## src/rtl/sync_pulse_rx.sv

```systemverilog
// Destination end of a four-phase req/ack pulse crossing: synchronizes req_in,
// delivers one registered pulse plus captured data per request, returns a level ack.
module sync_pulse_rx #(
  parameter int unsigned DATA_W      = 8,
  parameter int unsigned SYNC_STAGES = 2,
  parameter int unsigned CNT_W       = 8
) (
  input  logic              clk,
  input  logic              rst,
  input  logic              req_in,
  input  logic [DATA_W-1:0] data_in,
  input  logic              ready_in,
  input  logic              cnt_clr,
  output logic              ack_out,
  output logic              pulse_out,
  output logic [DATA_W-1:0] data_out,
  output logic              busy,
  output logic [CNT_W-1:0]  pulse_cnt
);

  localparam logic [1:0] ST_IDLE = 2'd0;
  localparam logic [1:0] ST_HOLD = 2'd1;
  localparam logic [1:0] ST_ACK  = 2'd2;

  logic [SYNC_STAGES-1:0] sync_q;
  logic                   req_s;
  logic [1:0]             state_q, state_d;
  logic                   deliver;
  logic                   pulse_q;
  logic                   ack_q;
  logic                   busy_q;
  logic [DATA_W-1:0]      data_q;
  logic [CNT_W-1:0]       cnt_q, cnt_d;

  // req_in feeds only the first synchronizer flop; everything else sees req_s.
  assign req_s = sync_q[SYNC_STAGES-1];

  always_comb begin
    state_d = state_q;
    deliver = 1'b0;
    case (state_q)
      ST_IDLE: begin
        if (req_s) begin
          if (ready_in) begin
            deliver = 1'b1;
            state_d = ST_ACK;
          end else begin
            state_d = ST_HOLD;
          end
        end
      end
      ST_HOLD: begin
        if (!req_s) begin
          state_d = ST_IDLE;
        end else if (ready_in) begin
          deliver = 1'b1;
          state_d = ST_ACK;
        end
      end
      ST_ACK: begin
        if (!req_s) state_d = ST_IDLE;
      end
      default: state_d = ST_IDLE;
    endcase
  end

  // Clear coincident with a delivery leaves that delivery counted.
  always_comb begin
    cnt_d = cnt_q;
    if (cnt_clr) begin
      cnt_d = deliver ? CNT_W'(1) : '0;
    end else if (deliver && (cnt_q != '1)) begin
      cnt_d = cnt_q + CNT_W'(1);
    end
  end

  always_ff @(posedge clk) begin
    if (rst) begin
      sync_q  <= '0;
      state_q <= ST_IDLE;
      pulse_q <= 1'b0;
      ack_q   <= 1'b0;
      busy_q  <= 1'b0;
      data_q  <= '0;
      cnt_q   <= '0;
    end else begin
      sync_q  <= {sync_q[SYNC_STAGES-2:0], req_in};
      state_q <= state_d;
      pulse_q <= deliver;
      ack_q   <= (state_d == ST_ACK);
      busy_q  <= (state_d != ST_IDLE);
      cnt_q   <= cnt_d;
      if (deliver) data_q <= data_in;
    end
  end

  assign ack_out   = ack_q;
  assign pulse_out = pulse_q;
  assign data_out  = data_q;
  assign busy      = busy_q;
  assign pulse_cnt = cnt_q;

endmodule

```

## config.mk

```make
export PLATFORM = sky130hd
export DESIGN_NAME = sync_pulse_rx
export DESIGN_NICKNAME = d
export VERILOG_FILES = /design/src/rtl/sync_pulse_rx.sv
export SDC_FILE = /design/constraint.sdc
export NUM_CORES = 1
export LEC_CHECK = 0
export ABC_CLOCK_PERIOD_IN_PS = 1640
export CAP_MARGIN = 20
export CORE_MARGIN = 2
export CORE_UTILIZATION = 44
export CTS_CLUSTER_DIAMETER = 60
export DETAILED_ROUTE_END_ITERATION = 7
export GPL_ROUTABILITY_DRIVEN = 0
export GPL_TIMING_DRIVEN = 1
export PLACE_DENSITY = 0.78
export SLEW_MARGIN = 15
export SYNTH_ARGS = -nofsm -noshare
export SYNTH_HDL_FRONTEND = slang
export SYNTH_SLANG_ARGS = --single-unit
```

## constraint.sdc

```tcl
create_clock -name clk -period 1.64 [get_ports clk]
set_input_delay 0.328 -clock clk [delete_from_list [all_inputs] [get_ports clk]]
set_output_delay 0.328 -clock clk [all_outputs]
set_load 0.01 [all_outputs]
```

Word-level counts from Yosys, hierarchy flattened
Index checks and enable logic that the tools add are counted.
{"block": "word_totals", "word_cells": 29, "register_bits": 23, "inputBits": 13, "out_inout_bits": 19}
{"block": "op_classes", "reduce_logical": 5, "n_addsub": 1, "mux": 12, "n_eq_ne": 4}
{"cell": "2-to-1 mux 8 bit", "count": 2}
{"cell": "2-to-1 mux 2 bit", "count": 5}
{"cell": "adder 8 x 1 -> 8 bit, second input constant", "count": 1}
{"cell": "!= test 8 bit, second input constant", "count": 1}
{"cell": "case mux 2 bit (3 select lines)", "count": 1}
{"cell": "== test 2 bit, second input constant", "count": 2}
{"cell": "2-to-1 mux 1 bit", "count": 4}
{"cell": "nonzero test 2 bit", "count": 2}
{"cell": "== test 2 x 1 -> 1 bit, second input constant", "count": 1}
{"cell": "zero test 2 bit", "count": 1}
{"cell": "OR reduction 2 bit", "count": 1}
{"cell": "logical AND 1 bit", "count": 1}

Depth between registers and ports, before layout
{"block": "logic_depth", "ltp_word": 6, "mapped_depth": 5, "ltp_nobuf": 4}

Worst setup path before layout
No wires, ideal clock.
{"block": "synth_timing", "path_type": "reg2reg", "start": "register cnt_q[0] (netlist: pulse_cnt[0])", "end": "register cnt_q[0] (netlist: pulse_cnt[0])", "setup_time_ns": 0.070, "path_slack_ns": 0.290, "arrival_ns": 1.279, "n_path_buf": 0, "synth_period_minus_slack_ns": 1.350, "path_stages_with_launch": 5, "cell_sequence": "dfxtp_1 > ha_1 > and4_1 > a2111oi_0 > o21bai_1"}
{"block": "synth_between", "elab_chain_len": 3}
{"element": "from (decl)", "line_no": "33", "rtl": "logic [CNT_W-1:0] cnt_q, cnt_d;"}
{"element": "from (signal assigned)", "line_no": "92", "rtl": "cnt_q <= cnt_d;"}
{"element": "adder 8 x 1 -> 8 bit / != test 8 bit (equally long branches)", "line_no": "73, 72"}
{"element": "2-to-1 mux 8 bit / logical AND 1 bit (equally long branches)", "line_no": "72", "rtl": "end else if (deliver && (cnt_q != '1)) begin"}
{"element": "2-to-1 mux 8 bit / nonzero test 2 bit (equally long branches)"}
Several ways; a longest one is shown, not always the timed one. The select of a mux whose other input is x is not followed.
A chain may end at the register's enable or synchronous reset.

Worst setup path in the final report
{"block": "layout_timing", "start": "register cnt_q[7] (netlist: pulse_cnt[7])", "end": "output pulse_cnt[7]"}
{"element": "to (decl)", "line_no": "18", "rtl": "output logic [CNT_W-1:0] pulse_cnt"}
No word-level cell between the ends.

==> metrics <==
status=finished, final reports clean; antenna viol nets, final=0; Crit Path Category=flop to output pin; crit path time final=1589 ps; clk sinks=23; CP arrival=1260 ps; Final Cell Area=0.001370 sq mm; synth unique cells=34; DRC Markers=0; Hold Fails Final Rpt=0; unrepaired setup endpoints after global routing=false; Max Fanout on Critical Path=6; worst flop-to-flop path startpoint=pulse_cnt[0]$_SDFFE_PP0P_; Avg WL per Cell=12.26 um; hold crit path type=flop to flop; Reg power frac=0.624; pre-CTS WS=-82.63 ps; clock share of power=0.284; Post-Syn Area=953.4 sq um; total gr overflow=0; Critical Path RT=1310 ps; Final WS setup=51.06 ps; CP delay by family, top=buffers and inverters; Post-CTS Setup Bufs=0; antenna diode count=0; Vias=916; worst hold path depth=1; largest net degree at the start of global routing=13; root buf cell=clkbuf_4; Synth async-reset ratio=0; fmax=629.4 MHz; Synth area leaders=dfxtp_1, nand2_1, a21oi_1, nor2b_1, a211oi_1; flop-to-flop setup slack=150 ps; cell row count=16; global-route wire length before repair=3298 um; Max Cap Viol=0; Comb pwr share=0.093; post-synthesis sequential area ratio=0.4829; crit path launch type=flop; Sw Ratio=0.2201; Max Slew Vio Count=0; worst vdd ir=437.6 uV; nets@finish=157; CTS Buf Count=3; vias in the first global route=798; CP max stage cell=clkdlybuf4s50_1; I/O Buffers=31; Initial Util=0.4762; FILL cells=168; htree depth=1; Via density=5.420; dpl cell area=0.001326 sq mm; final setup fails=0; Slew headroom=0.7554; slowest stage delay, CP=550 ps; Pre-Repair DR Iteration Count=4; Yosys top cell area share=0.4829; top-count cell post-synth=dfxtp_1; critical-path cell list=clkdlybuf4s50_1; worst reg2reg path depth=4; core area=0.002002 sq mm; Buf/Inv on CP=1; Layout area overhead=43.70%; Seq cells post-synth=23; area of the multi-input gates=457.9 sq um; Synth Instances=103; Top Ports=32; Post-DP HPWL=1550 um; Yosys top cell by area=dfxtp_1; clock latency on the worst-skew pair=300 ps; min-delay src=sync_q[0]$_SDFF_PP0_; Synth Warn #=0; Min-Delay Endpoint=sync_q[1]$_SDFF_PP0_; Tcrit/Tclk final=0.9689; final WL=2072 um; worst slew pin tran=357.6 ps; layout cells sized above 1=0.1479; Design Power=910.8 uW; Chip Width=50.55 um; number of flops mapped to enable cells by yosys=0; Post-Syn Area per Cell=9.256 sq um; CP Capture Type=output pin; Die Y=50.55 um; GRT Total Usage=0.1712; CTS Buffer Depth=2; Syn Nets=117; final hold slack=453.1 ps; Internal Pwr Total=710.4 uW; initial antenna violation count=0; Clock Skew=0.9141 ps; Power Density=664.8 mW/mm^2; die area=0.002555 sq mm; Synth Flop Type=dfxtp_1; FF+latch area=478.0 sq um; P_sw=200.5 uW; Synth top cells by count=dfxtp_1, nand2_1, a21oi_1; Worst path depth=1; FF-to-FF End=pulse_cnt[0]$_SDFFE_PP0P_; cell leakage power=0.5026 nW; clk slew on worst S/H paths=120 ps; CTS tree=yes; Detailed Route Iter0 Violations=14
## routing by layer
layer  wire length (um)  vias up  track usage  share of wire
li1                   -      447            -              -
met1                873      435       0.2106           0.42
met2               1057       32       0.2719           0.51
met3                126        2      0.03869          0.061
met4                 14        0       0.1036         0.0068
met5                  0        -            0              0
## power groups by stage
stage / Combinational (mW) / Sequential [mW] / Clock (mW)
final: 0.0843 / 0.568 / 0.259
after global routing: 0.0909 / 0.569 / 0.295
after global placement: 0.0833 / 0.585 / 0
after CTS: 0.0848 / 0.573 / 0.274
after floorplan: 0.0256 / 0.588 / 0
after detailed placement: 0.0845 / 0.586 / 0
## how the worst max path moves through the flow
stage,to,slack [ps],start
final,pulse_cnt[7],50,pulse_cnt[7]$_SDFFE_PP0P_
after global routing,pulse_cnt[6],2,pulse_cnt[6]$_SDFFE_PP0P_
after CTS,pulse_cnt[5],10,pulse_cnt[5]$_SDFFE_PP0P_
after detailed placement,pulse_cnt[7]$_SDFFE_PP0P_,-80,ready_in
after global placement,pulse_cnt[7]$_SDFFE_PP0P_,-40,ready_in
after floorplan,pulse_cnt[0]$_SDFFE_PP0P_,290,pulse_cnt[0]$_SDFFE_PP0P_
## flip-flops by register name (all words and copies together) (netlist names)
signal     cells
pulse_cnt      8
pulse_out      1
state_q        2
ack_out        1
data_out       8
busy           1
sync_q         2
## kinds of logic (layout without fill, tap and decap cells)
| logic type | after synthesis | in the layout | synth area share |
|---|---|---|---|
| DFF | 23 | 23 | 0.4829 |
| and+or+nand+nor | 47 | 47 | 0.2717 |
| muxes | 1 | 1 | 0.01050 |
| adders and majority gates | 1 | 1 | 0.01312 |
| AOI/OAI and AO/OA | 26 | 26 | 0.1851 |
| buffers and inverters | 5 | 44 | 0.03673 |
## final cells by class
type / count / area share
repair buffers: 39 / 0.2703
multi-input cells: 75 / 0.3342
inverters: 1 / 0.002740
flip-flops and latches: 23 / 0.3489
clock buffers: 4 / 0.01918
well taps: 27 / 0.02466
## stage by stage
step / setup TNS [ps] / instances / utilization
after CTS: 0 / 169 / 0.6806
after floorplan: 0 / 103 / -
after global placement: -38.89 / 165 / 0.6625
after global routing: 0 / 169 / 0.6844
after detailed placement: -82.63 / 165 / 0.6625
final: 0 / 169 / 0.6844
## cell usage in the layout, fill, tap and decap left out, types with 2 or more instances in the layout
cell | Yosys | final
a2111oi_0 | 2 | 2
a211oi_1 | 3 | 3
a21oi_1 | 12 | 12
and3_1 | 3 | 3
buf_4 | 0 | 8
clkbuf_4 | 0 | 3
clkdlybuf4s50_1 | 0 | 31
dfxtp_1 | 23 | 15
dfxtp_2 | 0 | 5
dfxtp_4 | 0 | 3
nand2_1 | 20 | 20
nand2b_1 | 2 | 2
nand3_1 | 2 | 2
nand4_1 | 2 | 2
nor2_1 | 2 | 2
nor2b_1 | 4 | 4
nor3_1 | 2 | 2
nor3b_1 | 2 | 2
o21a_1 | 2 | 2
or3_1 | 2 | 2
## timing repair
action / in CTS / in global routing
endpoints found under the setup margin: 8 / 3
cloned: 0 / 0
hold buffers: 0 / 0
resized for setup: 8 / 3
Note: power is estimated with default switching activity, not from simulation.
